`src/rtl/rv32i_wb_arbiter_if.sv`:
```
`default_nettype none
// ============================================================================
// Module   : rv32i_wb_arbiter_if
// Purpose  : Bundles the execution-unit result handshakes and the register
//            file write port / result bus of the write-back arbiter.
// Signals  : i_flush     - pipeline flush, drops all buffered results
//            i_req_vld   - per-unit result valid
//            o_req_rdy   - per-unit ready (transfer on vld & rdy)
//            i_req_idx   - packed destination tags, unit i at [i*PHYS_IDX_BW +: PHYS_IDX_BW]
//            i_req_data  - packed result data, same packing
//            o_wen       - RF write enable / result-bus valid
//            o_wr_idx    - RF write tag
//            o_wdata     - RF write data
//            o_grant     - one-hot source of the current write
//            o_busy      - any result still buffered
// Modports : master - execution-unit side, slave - arbiter side
// Revision : 1.0 - initial release
// ============================================================================
interface rv32i_wb_arbiter_if #(
    parameter int NUM_REQ     = 3,
    parameter int PHYS_IDX_BW = 6,
    parameter int DATA_BW     = 32
);
    logic                           i_flush;
    logic [NUM_REQ-1:0]             i_req_vld;
    logic [NUM_REQ-1:0]             o_req_rdy;
    logic [NUM_REQ*PHYS_IDX_BW-1:0] i_req_idx;
    logic [NUM_REQ*DATA_BW-1:0]     i_req_data;
    logic                           o_wen;
    logic [PHYS_IDX_BW-1:0]         o_wr_idx;
    logic [DATA_BW-1:0]             o_wdata;
    logic [NUM_REQ-1:0]             o_grant;
    logic                           o_busy;

    modport master (
        output i_flush, i_req_vld, i_req_idx, i_req_data,
        input  o_req_rdy, o_wen, o_wr_idx, o_wdata, o_grant, o_busy
    );

    modport slave (
        input  i_flush, i_req_vld, i_req_idx, i_req_data,
        output o_req_rdy, o_wen, o_wr_idx, o_wdata, o_grant, o_busy
    );
endinterface
`default_nettype wire

```
`src/rtl/rv32i_wb_arbiter.sv`:
```
`default_nettype none
// ============================================================================
// Module   : rv32i_wb_arbiter
// Purpose  : Write-back arbiter for the single physical register file write
//            port. Each execution unit feeds a small skid FIFO; one head is
//            granted per cycle in round-robin order and written out through
//            a registered RF port that doubles as the result bus.
// Ports    : clk  - clock
//            rstn - synchronous active-low reset
//            bus  - rv32i_wb_arbiter_if.slave (handshakes + RF write port)
// Revision : 1.0 - initial release
// ============================================================================
module rv32i_wb_arbiter #(
    parameter int NUM_REQ     = 3,
    parameter int PHYS_IDX_BW = 6,
    parameter int DATA_BW     = 32,
    parameter int BUF_DEPTH   = 2
) (
    input  wire logic           clk,
    input  wire logic           rstn,
    rv32i_wb_arbiter_if.slave   bus
);

    localparam int PTR_BW = $clog2(BUF_DEPTH);
    localparam int CNT_BW = $clog2(BUF_DEPTH + 1);
    localparam int RR_BW  = $clog2(NUM_REQ);

    localparam logic [CNT_BW-1:0] CNT_FULL = CNT_BW'(BUF_DEPTH);
    localparam logic [CNT_BW-1:0] CNT_ONE  = CNT_BW'(1);
    localparam logic [PTR_BW-1:0] PTR_ONE  = PTR_BW'(1);
    localparam logic [RR_BW-1:0]  RR_LAST  = RR_BW'(NUM_REQ - 1);

    // FIFO storage; pointers wrap for free because BUF_DEPTH is a power of 2
    logic [PHYS_IDX_BW-1:0] idx_mem  [NUM_REQ][BUF_DEPTH];
    logic [DATA_BW-1:0]     data_mem [NUM_REQ][BUF_DEPTH];
    logic [PTR_BW-1:0]      wr_ptr   [NUM_REQ];
    logic [PTR_BW-1:0]      rd_ptr   [NUM_REQ];
    logic [CNT_BW-1:0]      count    [NUM_REQ];
    logic [RR_BW-1:0]       rr_ptr;

    logic [NUM_REQ-1:0]     not_empty;
    logic [NUM_REQ-1:0]     rdy;
    logic [NUM_REQ-1:0]     push;
    logic [NUM_REQ-1:0]     pop;
    logic                   found;
    logic [RR_BW-1:0]       win;
    logic [RR_BW-1:0]       rr_next;

    logic                   wen;
    logic [PHYS_IDX_BW-1:0] wr_idx;
    logic [DATA_BW-1:0]     wdata;
    logic [NUM_REQ-1:0]     grant;

    // Ready is a pure function of the stored count, so a full FIFO that pops
    // this cycle still reports not-ready; there is no vld->rdy path.
    always_comb begin
        for (int i = 0; i < NUM_REQ; i++) begin
            not_empty[i] = (count[i] != '0);
            rdy[i]       = (count[i] != CNT_FULL);
            push[i]      = bus.i_req_vld[i] & rdy[i];
        end
    end

    // Round-robin search starting at rr_ptr. Only stored entries are
    // candidates, so a result pushed this cycle waits at least one cycle.
    always_comb begin
        int cand;
        cand  = 0;
        found = 1'b0;
        win   = '0;
        for (int k = 0; k < NUM_REQ; k++) begin
            cand = int'(rr_ptr) + k;
            if (cand >= NUM_REQ) begin
                cand = cand - NUM_REQ;
            end
            if (!found && not_empty[cand]) begin
                found = 1'b1;
                win   = RR_BW'(cand);
            end
        end
        pop = '0;
        if (found) begin
            pop[win] = 1'b1;
        end
        rr_next = (win == RR_LAST) ? '0 : win + RR_BW'(1);
    end

    always_ff @(posedge clk) begin
        if (!rstn) begin
            for (int i = 0; i < NUM_REQ; i++) begin
                count[i]  <= '0;
                wr_ptr[i] <= '0;
                rd_ptr[i] <= '0;
            end
            rr_ptr <= '0;
            wen    <= 1'b0;
            wr_idx <= '0;
            wdata  <= '0;
            grant  <= '0;
        end else if (bus.i_flush) begin
            // Flush beats push and pop; write data/tag simply hold
            for (int i = 0; i < NUM_REQ; i++) begin
                count[i]  <= '0;
                wr_ptr[i] <= '0;
                rd_ptr[i] <= '0;
            end
            rr_ptr <= '0;
            wen    <= 1'b0;
            grant  <= '0;
        end else begin
            for (int i = 0; i < NUM_REQ; i++) begin
                if (push[i]) begin
                    idx_mem[i][wr_ptr[i]]  <= bus.i_req_idx[i*PHYS_IDX_BW +: PHYS_IDX_BW];
                    data_mem[i][wr_ptr[i]] <= bus.i_req_data[i*DATA_BW +: DATA_BW];
                    wr_ptr[i]              <= wr_ptr[i] + PTR_ONE;
                end
                if (pop[i]) begin
                    rd_ptr[i] <= rd_ptr[i] + PTR_ONE;
                end
                case ({push[i], pop[i]})
                    2'b10:   count[i] <= count[i] + CNT_ONE;
                    2'b01:   count[i] <= count[i] - CNT_ONE;
                    default: count[i] <= count[i];
                endcase
            end
            wen   <= found;
            grant <= pop;
            if (found) begin
                wr_idx <= idx_mem[win][rd_ptr[win]];
                wdata  <= data_mem[win][rd_ptr[win]];
                rr_ptr <= rr_next;
            end
        end
    end

    assign bus.o_req_rdy = rdy;
    assign bus.o_busy    = |not_empty;
    assign bus.o_wen     = wen;
    assign bus.o_wr_idx  = wr_idx;
    assign bus.o_wdata   = wdata;
    assign bus.o_grant   = grant;

endmodule
`default_nettype wire

```
`src/flat_wrapper.sv`:
```
// flat-port wrapper written by rule: the top's interface ports become plain ports
module rv32i_wb_arbiter_flat 
#(
    parameter int NUM_REQ     = 3,
    parameter int PHYS_IDX_BW = 6,
    parameter int DATA_BW     = 32,
    parameter int BUF_DEPTH   = 2
)
  (clk, rstn, bus_i_flush, bus_i_req_vld, bus_i_req_idx, bus_i_req_data, bus_o_req_rdy, bus_o_wen, bus_o_wr_idx, bus_o_wdata, bus_o_grant, bus_o_busy);
  rv32i_wb_arbiter_if #(.NUM_REQ(NUM_REQ), .PHYS_IDX_BW(PHYS_IDX_BW), .DATA_BW(DATA_BW)) bus_i ();
  input  wire logic clk;
  input  wire logic rstn;
  input wire logic [$bits(bus_i.i_flush)-1:0] bus_i_flush;
  input wire logic [$bits(bus_i.i_req_vld)-1:0] bus_i_req_vld;
  input wire logic [$bits(bus_i.i_req_idx)-1:0] bus_i_req_idx;
  input wire logic [$bits(bus_i.i_req_data)-1:0] bus_i_req_data;
  output wire logic [$bits(bus_i.o_req_rdy)-1:0] bus_o_req_rdy;
  output wire logic [$bits(bus_i.o_wen)-1:0] bus_o_wen;
  output wire logic [$bits(bus_i.o_wr_idx)-1:0] bus_o_wr_idx;
  output wire logic [$bits(bus_i.o_wdata)-1:0] bus_o_wdata;
  output wire logic [$bits(bus_i.o_grant)-1:0] bus_o_grant;
  output wire logic [$bits(bus_i.o_busy)-1:0] bus_o_busy;
  assign bus_i.i_flush = bus_i_flush;
  assign bus_i.i_req_vld = bus_i_req_vld;
  assign bus_i.i_req_idx = bus_i_req_idx;
  assign bus_i.i_req_data = bus_i_req_data;
  assign bus_o_req_rdy = bus_i.o_req_rdy;
  assign bus_o_wen = bus_i.o_wen;
  assign bus_o_wr_idx = bus_i.o_wr_idx;
  assign bus_o_wdata = bus_i.o_wdata;
  assign bus_o_grant = bus_i.o_grant;
  assign bus_o_busy = bus_i.o_busy;
  rv32i_wb_arbiter #(.NUM_REQ(NUM_REQ), .PHYS_IDX_BW(PHYS_IDX_BW), .DATA_BW(DATA_BW), .BUF_DEPTH(BUF_DEPTH)) u_core (.clk(clk), .rstn(rstn), .bus(bus_i));
endmodule
```
`config.mk`:
```
export PLATFORM = sky130hd
export DESIGN_NAME = rv32i_wb_arbiter_flat
export DESIGN_NICKNAME = d
export VERILOG_FILES = /design/src/rtl/rv32i_wb_arbiter_if.sv /design/src/rtl/rv32i_wb_arbiter.sv /design/src/flat_wrapper.sv
export SDC_FILE = /design/constraint.sdc
export NUM_CORES = 1
export LEC_CHECK = 0
export BUFFER_PORTS_ARGS = -buffer_cell sky130_fd_sc_hd__clkbuf_2
export CAP_MARGIN = 20
export CELL_PAD_IN_SITES_DETAIL_PLACEMENT = 2
export CELL_PAD_IN_SITES_GLOBAL_PLACEMENT = 2
export CORE_MARGIN = 3
export CORE_UTILIZATION = 46
export CTS_BUF_LIST = sky130_fd_sc_hd__clkbuf_8
export CTS_CLUSTER_DIAMETER = 150
export DETAILED_ROUTE_END_ITERATION = 8
export PLACE_DENSITY_LB_ADDON = 0.1
export SETUP_SLACK_MARGIN = 0.02
export SLEW_MARGIN = 10
export SYNTH_ARGS = -nofsm -noshare
export SYNTH_HDL_FRONTEND = slang
export SYNTH_SLANG_ARGS = --single-unit
```
`constraint.sdc`:
```
create_clock -name clk -period 8.8 [get_ports clk]
set_clock_uncertainty 0.05 [all_clocks]
set_input_delay 1.76 -clock clk [delete_from_list [all_inputs] [get_ports clk]]
set_output_delay 1.76 -clock clk [all_outputs]
set_load 0.01 [all_outputs]
```
### Word-level counts from Yosys, hierarchy flattened

Memory sizes are Yosys's and may differ from the RTL's.
Cells that the tools add are included.

| cells by class | value |
|---|---|
| add/subtract/negate cells | 18 |
| multiply operators | 0 |
| div/mod/pow operators | 0 |
| magnitude comparators | 15 |
| equality and inequality tests | 10 |
| shifts and indexed selects | 0 |
| mux-type cells | 134 |
| bitwise gates (word level) | 33 |
| reduce and logical (&&, ||, !) cells | 17 |

Operators by type and width:

| operator | count |
|---|---|
| 2-to-1 mux 32 bit | 9 |
| 2-to-1 mux 64 bit | 3 |
| demux 32 bit (select 1 bit) | 3 |
| less-than comparator 32 x 4 -> 1 bit, second input constant | 3 |
| 2-to-1 mux 1 bit | 86 |
| >= comparator 32 x 3 -> 1 bit, second input constant | 2 |
| subtractor 32 x 3 -> 32 bit, second input constant | 2 |
| 2-to-1 mux 12 bit | 3 |
| 2-to-1 mux 6 bit | 6 |
| 2-to-1 mux 2 bit | 16 |
| OR 1 bit | 24 |
| demux 6 bit (select 1 bit) | 3 |
| >= comparator 2 bit, second input constant | 5 |
| adder 2 x 1 -> 2 bit, second input constant | 4 |
| == test 2 bit, second input constant | 4 |
| NOT 1 -> 2 bit | 4 |
| OR reduction 2 bit | 4 |
| adder 1 bit, second input constant | 6 |
| binary-select mux 1 bit (select 2 bit) | 3 |
| == test 2 x 1 -> 1 bit, second input constant | 3 |
| logical AND 1 bit | 6 |
| less-than comparator 2 x 1 -> 1 bit, second input constant | 3 |
| != test 2 bit, second input constant | 3 |
| nonzero test 2 bit | 3 |
| 13 further kinds | 19 |

| word-level totals | value |
|---|---|
| register bits after elaboration | 44 |
| latch bits | 0 |
| bits in writable memories | 240 |
| memory bits (read-only) | 0 |
| input port bits | 120 |
| output and inout bits | 46 |
| word-level logic and storage cells | 237 |
| memories kept | 5 |

Memories:

| memory | words | width | read ports | clocked after memory_dff | write ports | line | source |
|---|---|---|---|---|---|---|---|
| u_core.data_mem | 3 | 64 | 1 | 0 | 3 | rv32i_wb_arbiter.sv:35 | `logic [DATA_BW-1:0] data_mem [NUM_REQ][BUF_DEPTH];` |
| u_core.idx_mem | 3 | 12 | 1 | 0 | 3 | rv32i_wb_arbiter.sv:34 | `logic [PHYS_IDX_BW-1:0] idx_mem [NUM_REQ][BUF_DEPTH];` |
| u_core.count | 3 | 2 | 3 | 0 | 3 | rv32i_wb_arbiter.sv:38 | `logic [CNT_BW-1:0] count [NUM_REQ];` |
| u_core.rd_ptr | 3 | 1 | 4 | 0 | 3 | rv32i_wb_arbiter.sv:37 | `logic [PTR_BW-1:0] rd_ptr [NUM_REQ];` |
| u_core.wr_ptr | 3 | 1 | 3 | 0 | 3 | rv32i_wb_arbiter.sv:36 | `logic [PTR_BW-1:0] wr_ptr [NUM_REQ];` |

### Depth between registers and ports, before layout

Gate-level depths: netlist (run 1).

| logic depth | value |
|---|---|
| word-level depth | 25 |
| depth in mapped cells | 16 |
| mapped depth without buffers | 12 |

### Worst setup path before layout (run 1)

OpenSTA, ideal clock, no wires.

| timing | value |
|---|---|
| path type | input-to-reg |
| start point | in bus_i_flush |
| end point | mem u_core.data_mem[1][0] in the netlist's numbering, enable pin |
| library setup time | 0.480 ns |
| arrival | 4.782 ns |
| data required time | 8.270 ns |
| path slack | 3.488 ns |
| stages | 3 |
| buffers on the path | 1 |
| cell sequence | nand2b_1 > clkbuf_1 > nor3_1 |

RTL lines:

| item | line | source |
|---|---|---|
| start, declared | flat_wrapper.sv:13 | `input wire logic [$bits(bus_i.i_flush)-1:0] bus_i_flush;` |
| end, declared | rv32i_wb_arbiter.sv:35 |  |

### Final worst setup path (run 1)

| timing | value |
|---|---|
| start point | reg u_core.rr_ptr[0] |
| end point | reg u_core.wdata[8], in the netlist u_core.bus.o_wdata[8] |

| between the ends | value |
|---|---|
| word-level cells in the longest chain between the ends | 17 |
| elaborated cells between the ends (all ways) | 37 |
| those cells by class | add/sub (5); order compare (3); mux (21); bitwise (1); reduce/logical (5); memory (2) |

Ends and longest elaborated chain:

| item | line | source |
|---|---|---|
| start, declared | rv32i_wb_arbiter.sv:39 | `logic [RR_BW-1:0] rr_ptr;` |
| start signal, assigned | rv32i_wb_arbiter.sv:131 | `rr_ptr <= rr_next;` |
| parallel branches: the longest is 17 deep, another holds subtractor 32 x 3 -> 32 bit | n/a |  |
| end signal, assigned | rv32i_wb_arbiter.sv:130 | `wdata <= data_mem[win][rd_ptr[win]];` |
| end, declared | rv32i_wb_arbiter.sv:51 | `logic [DATA_BW-1:0] wdata;` |

Several ways; the timed one is not identified. The select of a mux whose other input is x is not followed.
A chain may end at the register's enable or synchronous reset.

==> out/metrics.cfg, run 1 <==
[run_status]
status=finished clean

[logic_synthesis]
yosysSeqAreaShare_pct=74.4
async_flop_share_pct=0
yosysWarningCount=0
syn_inst=652
post_synth_num_cell_types=41
yosys-top-cells-area=edfxtp_1 66%, dfxtp_1 8.1%, a221oi_1 3.6%
mappedNetlistNets=782
postSynthAreaPerCell_um2=16.7
synth-edff-count=240
synth_area_in_xor_xnor_pct=0.484
yosys.area_share.simple_pct=3.51
synth_largest_type_area_fraction_pct=66.3
synth_top_family_by_area=compound AO/OA/AOI/OAI gates
yosys_register_bits=284
synthFlopType=edfxtp_1
synth-compound-area-share_pct=14.0
synth_adder_area_share_pct=1.15
synth_top_area_cell=edfxtp_1
synth.cell_area_um2=10900
synth.mux.area_fraction_pct=3.95

[setup_path]
r2r_end=u_core.bus.o_wdata[8]$_SDFFE_PN0P_
maximum_fanout_encountered_on_the_critical_timing_path=82
critical_path_cell_count=11
endpoint_kind=flip-flop
worstPathBufferInverterCount=2
critical_path.max_stage_delay_ns=0.88
critPathKind=flip-flop to flip-flop
worst-endpoint-required_ns=9.25
r2r_slack_ns=4.07
critical_path.slowest_cell=a21o_4
timing.critical_path.from_type=flip-flop
reg2reg_depth=11
worstPathCellList=inv_1, ha_1, or3_1, a221o_1, a21oi_1, a21o_4, a221o_2, buf_12, a221oi_1, o32ai_1, a21o_1
reg2reg_from=u_core.rr_ptr[0]$_SDFFE_PP0N_
cp_data_arrival_time_ns=5.18
worst_path_dominant_cell_family=compound AO/OA/AOI/OAI gates

[routing]
vias=6978
dr.first_iter.drc_count=580
routed_wl_um=34300
viasPerCell=5.86
route.detailed.drc=0
detail_route.wl_per_cell_um=28.8
drt_first_pass_iters=5
ant_nets=0

[cts]
cts-hold-fix-buffers=0
clk-insertion-delay-late_ns=0.57
cts-htree-levels=2
cts_buffer_count=47
cts_max_path_buffers=3
cts_setup_buffers=0
cts_num_sinks=284
cts_resized=0
cts.root.buffer_cell=clkbuf_8
worst_path_clk_slew_ns=0.07
tritoncts=yes

[timing]
timing.final.setup_violations=0
final.setup.worst_slack_ns=4.07
hold_viol_final=0
setup_repair_after_global_routing_missed_its_margin=false
tightest_slew_ns=1.07
totalNegativeSetupSlack_ns=0
maxSlewViolCount=0
period_needed_ns=4.73
maxClockFrequency_ghz=0.211
post-route-period-util_pct=53.8
slew-limit-headroom_pct=28.3

[power_and_ir_drop]
total_leakage_power_nw=5.00
power.share.combinational_pct=42.4
clkPwrFrac_pct=22.7
intPower_mw=2.94
power.density_nw_per_um2=373
vdd_ir_drop_max_uv=263
post-layout-total-power_mw=4.83
seq_power_share_pct=34.8
p_sw_share_pct=39.2
power.net_switching_mw=1.89

[global_routing]
grt.total_usage_pct=26.5
grt_overflow_total=0
maximum_number_of_pins_on_one_net_before_global_route_repair=83
antenna_found_initial=3
grt_first_pass_wirelength_um=51400
number_of_global_route_vias_before_repair=8164

[hold_path]
holdPathEnd=u_core.bus.o_wdata[25]$_SDFFE_PN0P_
hold_start=u_core.bus.o_wdata[25]$_SDFFE_PN0P_
hold_path.class=flip-flop to flip-flop
timing.hold.worst_path_depth=1

[layout]
synthToLayoutAreaGrowth_pct=19.4
number_of_nets_in_the_layout=968
stdcell_area_um2=13000
ratio_of_cells_with_drive_above_1_in_the_final_layout_pct=32.9

[flow_run]
cap_violations=0

[die]
floorplan.rows=55
die-height_um=160
initial_utilization_pct=47.4
fp.dieArea_um2=25500
top_level_ports=166
die_w_um=160
fp.coreArea_um2=22900

[placement]
hpwlAfterDp_um=21500
placement.setup.worst_slack_ns=4.18
numPortBuffers=165
gp_routability_congestion=0.783
post_dp_area_um2=12100

routing by layer:
metal | wire length (µm) | global-route usage, % | up-vias
met2 | 18200 | 48.5 | 237
li1 | - | - | 3038
met3 | 1660 | 4.93 | 65
met5 | 27 | 0 | -
met1 | 13500 | 31.6 | 3634
met4 | 855 | 8.40 | 4
cell usage after synthesis (all sizes together) (5+ instances only):
cell	instances
a221o	23
buf	18
o32ai	26
a21o	29
edfxtp	240
nand2b	7
nand2	16
clkbuf	27
mux2	15
o21ai	13
mux2i	26
nor2	31
inv	15
nor3	9
a221oi	64
ha	10
dfxtp	44
a31oi	5
a21oi	6
cell type report:
cell class | count | area (µm²)
multi-input combinational | 308 | 2580
inverter | 15 | 56.3
tap | 313 | 392
timing repair buffer | 182 | 982
clock buffer | 53 | 729
antenna | 1 | 2.50
sequential | 284 | 8090
fill | 2023 | 9940
clock inverter | 34 | 145
cells by family after synthesis:
kind of cell    after synthesis
compound gates              171
xor+xnor                      6
fa+ha+maj                    10
buf+inv                      60
flops                       284
mux                          41
simple gates                 80
stage by stage:
stage / std cells / hold slack [ns] / util, %
final: 1190 / 0.409 / 56.6
after global routing: 1190 / 0.437 / 56.6
after CTS: 1189 / 0.412 / 56.6
after detailed placement: 1102 / 0.402 / 52.8
after global placement: 1098 / 0.390 / 52.5
after floorplan: 652 / 0.434 / -
power by group through the flow:
stage | Clock [mW] | Sequential (mW) | Combinational [mW]
detailed placement | 0 | 1.71 | 2.03
CTS | 1.12 | 1.68 | 2.07
finish | 1.10 | 1.68 | 2.05
global placement | 0 | 1.69 | 1.86
global route | 1.18 | 1.70 | 2.21
floorplan | 0 | 1.71 | 1.41
cells in the final DEF (no fill, tap or decap), types with 10 or more instances in the layout:
master,instances
edfxtp_1,240
ha_1,10
buf_4,14
a21o_1,28
inv_1,36
a221o_1,21
o32ai_1,26
mux2_2,11
nand2_1,16
a221oi_1,45
o21ai_0,13
nor2_1,31
mux2i_1,26
a221oi_2,18
clkbuf_2,165
dfxtp_1,44
clkbuf_8,53
worst max path at each step:
stage / endpoint / from / slack [ns]
floorplan: u_core.data_mem[1][0]$_DFFE_PP_ / bus_i_flush / 3.49
global placement: u_core.data_mem[0][34]$_DFFE_PP_ / rstn / 4.15
detailed placement: u_core.bus.o_wdata[7]$_SDFFE_PN0P_ / u_core.rr_ptr[0]$_SDFFE_PP0N_ / 4.18
CTS: u_core.bus.o_wdata[8]$_SDFFE_PN0P_ / u_core.rr_ptr[0]$_SDFFE_PP0N_ / 4.06
global route: u_core.bus.o_wdata[8]$_SDFFE_PN0P_ / u_core.rr_ptr[0]$_SDFFE_PP0N_ / 3.87
finish: u_core.bus.o_wdata[8]$_SDFFE_PN0P_ / u_core.rr_ptr[0]$_SDFFE_PP0N_ / 4.07
state kept, by name, summed over array words and instances, names as in the netlist:
name and cells:
u_core.wr_ptr 3, u_core.bus.o_wen 1, u_core.idx_mem 36, u_core.data_mem 192, u_core.rd_ptr 3, u_core.bus.o_wdata 32, u_core.bus.o_wr_idx 6, u_core.rr_ptr 2
u_core.count 6, u_core.bus.o_grant 3
No activity file was read; power rests on OpenSTA's default activity.
==> run 2, diff against run 1 <==
--- a/config.mk
+++ b/config.mk
@@ -5,12 +5,13 @@
 export SDC_FILE = /design/constraint.sdc
 export NUM_CORES = 1
 export LEC_CHECK = 0
+export ABC_AREA = 1
 export BUFFER_PORTS_ARGS = -buffer_cell sky130_fd_sc_hd__clkbuf_2
 export CAP_MARGIN = 20
 export CELL_PAD_IN_SITES_DETAIL_PLACEMENT = 2
 export CELL_PAD_IN_SITES_GLOBAL_PLACEMENT = 2
 export CORE_MARGIN = 3
-export CORE_UTILIZATION = 46
+export CORE_UTILIZATION = 35
 export CTS_BUF_LIST = sky130_fd_sc_hd__clkbuf_8
 export CTS_CLUSTER_DIAMETER = 150
 export DETAILED_ROUTE_END_ITERATION = 8
==> constraint.sdc (replaced) <==
create_clock -name clk -period 3.9 [get_ports clk]
set_clock_uncertainty 0.05 [all_clocks]
set_input_delay 0.78 -clock clk [delete_from_list [all_inputs] [get_ports clk]]
set_output_delay 0.78 -clock clk [all_outputs]
set_load 0.01 [all_outputs]
==> run 2 against run 1 <==
- sequential power is 130% higher
- worst hold slack got worse by 0.055 ns
- combinational power increased to 3.1 times the previous value
- critical path depth up 6
- wire length up 8.1%
- synthesized cell count is 67% higher
- synthesized area increased by 7.7%
- sequential share of layout area decreased by 4.7 points
- first-iteration DRC count decreased by 23%
- worst setup slack worse by 3.4 ns
- utilization shrank 14 points
- critical path type unchanged
==> out/metrics.cfg, run 2 <==
[run_status]
status=finished clean  ; unchanged

[logic_synthesis]
postSynthAreaPerCell_um2=10.7  ; was 16.7 µm²
synthFlopType=edfxtp_1  ; unchanged
synth.most_common_cell=nand2_1  ; was edfxtp_1
synth_area_in_xor_xnor_pct=0.150  ; was 0.484%
mappedNetlistNets=1219  ; was 782
yosys-top-cells-area=edfxtp_1 62%, nand3_1 12%, nand2_1 10%  ; was edfxtp_1 66%, dfxtp_1 8.1%, a221oi_1 3.6%
synth-compound-area-share_pct=0.385  ; was 14.0%
syn_inst=1089  ; was 652
synth.cell_area_um2=11700  ; was 10,900 µm²
post_synth_num_cell_types=29  ; was 41
yosys-top-cells-count=315 x nand2_1, 280 x nand3_1, 240 x edfxtp_1  ; was 240 x edfxtp_1, 45 x a221oi_1, 44 x dfxtp_1
yosys.area_share.simple_pct=24.0  ; was 3.51%
yosysWarningCount=0  ; unchanged
synth_top_area_cell=edfxtp_1  ; unchanged
synth_adder_area_share_pct=1.07  ; was 1.15%
yosys_register_bits=284  ; unchanged
synth.mux.area_fraction_pct=0  ; was 3.95%
synth_largest_type_area_fraction_pct=61.6  ; was 66.3%
async_flop_share_pct=0  ; unchanged
synth_top_family_by_area=simple AND/OR/NAND/NOR gates  ; was compound AO/OA/AOI/OAI gates
synth-edff-count=240  ; unchanged
yosysSeqAreaShare_pct=69.1  ; was 74.4%

[setup_path]
worstPathCellList=inv_1, ha_1, inv_1, nand2_1, nand2_1, nand2_1, nand2_2, nand3_2, nand3_4, nand2_4, buf_4, nand3_1, nand3_1, nand2_1, nand3_1, nand2_1, inv_1  ; was inv_1, ha_1, or3_1, a221o_1, a21oi_1, a21o_4, a221o_2, buf_12, a221oi_1, o32ai_1, a21o_1
critPathKind=flip-flop to flip-flop  ; unchanged
timing.critical_path.from_type=flip-flop  ; unchanged
maximum_fanout_encountered_on_the_critical_timing_path=58  ; was 82
critical_path.slowest_cell=buf_4  ; was a21o_4
worstPathBufferInverterCount=4  ; was 2
reg2reg_depth=17  ; was 11
endpoint_kind=flip-flop  ; unchanged
critical_path.max_stage_delay_ns=0.60  ; was 0.88 ns
worst_path_dominant_cell_family=simple AND/OR/NAND/NOR gates  ; was compound AO/OA/AOI/OAI gates
cp_data_arrival_time_ns=3.65  ; was 5.18 ns
worst-endpoint-required_ns=4.34  ; was 9.25 ns
timing.critical_path.mode_cell=nand2_1
critical_path_cell_count=17  ; was 11

[global_routing]
antenna_found_initial=1  ; was 3
grt.total_usage_pct=20.6  ; was 26.5%
maximum_number_of_pins_on_one_net_before_global_route_repair=59  ; was 83
number_of_global_route_vias_before_repair=9622  ; was 8,164
grt_overflow_total=0  ; unchanged
grt_first_pass_wirelength_um=55800  ; was 51,400 µm

[cts]
tritoncts=yes  ; unchanged
cts-hold-fix-buffers=0  ; unchanged
cts_resized=0  ; unchanged
clk-insertion-delay-late_ns=0.57  ; about the same
cts_buffer_count=50  ; was 47
cts_setup_buffers=0  ; unchanged
cts_num_sinks=284  ; unchanged
cts.root.buffer_cell=clkbuf_8  ; unchanged
worst_path_clk_slew_ns=0.06  ; was 0.07 ns
cts-htree-levels=2  ; unchanged
cts_max_path_buffers=3  ; unchanged

[power_and_ir_drop]
total_leakage_power_nw=6.06  ; was 5.00 nW
power.density_nw_per_um2=896  ; was 373 nW/µm²
vdd_ir_drop_max_uv=639  ; was 263 µV
post-layout-total-power_mw=12.6  ; was 4.83 mW

[timing]
maxSlewViolCount=0  ; unchanged
tightest_slew_ns=0.725  ; was 1.07 ns
timing.final.setup_violations=0  ; unchanged
final.setup.worst_slack_ns=0.691  ; was 4.07 ns
finalHoldWorstSlack_ns=0.355  ; was 0.409 ns
hold_viol_final=0  ; unchanged
period_needed_ns=3.21  ; was 4.73 ns
totalNegativeSetupSlack_ns=0  ; unchanged
setup_repair_after_global_routing_missed_its_margin=false  ; unchanged
maxClockFrequency_ghz=0.312  ; was 0.211 GHz
slew-limit-headroom_pct=51.6  ; was 28.3%
post-route-period-util_pct=82.3  ; was 53.8%

[die]
fp.dieArea_um2=35700  ; was 25,500 µm²
fp.coreArea_um2=32800  ; was 22,900 µm²
initial_utilization_pct=35.7  ; was 47.4%
die_w_um=189  ; was 160 µm
top_level_ports=166  ; unchanged
floorplan.rows=66  ; was 55
die-height_um=189  ; was 160 µm

[layout]
diodes=0  ; was 1
most-common-layout-cells=313 x nand2_1, 280 x nand3_1, 240 x edfxtp_1, 165 x clkbuf_2, 107 x inv_1  ; was 240 x edfxtp_1, 165 x clkbuf_2, 53 x clkbuf_8, 45 x a221oi_1, 44 x dfxtp_1
layout.cells.most_common=nand2_1  ; was edfxtp_1
ratio_of_cells_with_drive_above_1_in_the_final_layout_pct=20.9  ; was 32.9%
number_of_flip_flops_in_the_largest_register=192  ; unchanged
synthToLayoutAreaGrowth_pct=19.9  ; was 19.4%
number_of_nets_in_the_layout=1403  ; was 968

[routing]
drt_first_pass_iters=5  ; unchanged
ant_nets=0  ; unchanged
viasPerCell=5.02  ; was 5.86
dr.first_iter.drc_count=444  ; was 580
detail_route.wl_per_cell_um=21.1  ; was 28.8 µm
routed_wl_um=37000  ; was 34,300 µm
route.detailed.drc=0  ; unchanged
vias=8812  ; was 6,978

[placement]
hpwlAfterDp_um=23500  ; was 21,500 µm
placement.setup.worst_slack_ns=0.719  ; was 4.18 ns
numPortBuffers=165  ; unchanged
gp_routability_congestion=0.762  ; was 0.783

[flow_run]
cap_violations=0  ; unchanged

[hold_path]
hold_path.class=input pin to flip-flop  ; was flip-flop to flip-flop
timing.hold.worst_path_depth=1  ; unchanged

run 2: cell types whose count changed after synthesis, moves of 19 or more:
cell	change
nand2_1	+299
nand3_1	+278
inv_1	+67
a221oi_1	-45
a21o_1	-29
mux2i_1	-26
o32ai_1	-26
a221o_1	-23
a221oi_2	-19
run 2: cell families after synthesis:
kind of cell	count (synthesis)
simple gates	639
flops	284
fa+ha+maj	10
buf+inv	146
xor+xnor	2
compound gates	8
run 2: report_power, final:
group	leakage [nW]	switching (mW)	total, mW	internal [mW]
combinational	2.93	4.40	6.29	1.89
clock	0.558	1.23	2.48	1.26
sequential	2.57	0.155	3.80	3.65
total	6.06	5.78	12.6	6.80
run 2: area by class of cell:
class	count	area (µm²)
Inverter	85	319
Multi-Input combinational cell	659	3060
Clock buffer	53	729
Sequential cell	284	8090
Tap cell	442	553
Clock inverter	41	171
Fill cell	3558	18800
Timing Repair Buffer	193	1110
run 2: worst paths after layout:
check             slack (ns)                             endpoint                           startpoint
setup / recovery        0.69  u_core.bus.o_wdata[28]$_SDFFE_PN0P_        u_core.rr_ptr[0]$_SDFFE_PP0N_
hold / removal          0.35     u_core.data_mem[0][30]$_DFFE_PP_                   bus_i_req_data[30]
setup reg to reg        0.69  u_core.bus.o_wdata[28]$_SDFFE_PN0P_        u_core.rr_ptr[0]$_SDFFE_PP0N_
hold reg to reg         0.48  u_core.bus.o_wdata[26]$_SDFFE_PN0P_  u_core.bus.o_wdata[26]$_SDFFE_PN0P_
run 2: through the flow:
stage               cell area, µm²  instances  utilization, %
finish                       14000       1757            42.8
global route                 14000       1757            42.8
CTS                          14000       1757            42.8
detailed placement           13100       1663            40.1
global placement             13100       1663            40.1
floorplan                    11700       1089               -
run 2: per-layer routing:
| layer | track usage [%] | part of all wire, % | routed length [µm] | vias up |
|---|---|---|---|---|
| li1 | - | - | - | 4093 |
| met1 | 27.0 | 44 | 16500 | 4464 |
| met2 | 36.2 | 49 | 18300 | 204 |
| met3 | 3.28 | 4.4 | 1640 | 49 |
| met4 | 4.53 | 1.7 | 638 | 2 |
| met5 | 0 | 0.019 | 7 | - |
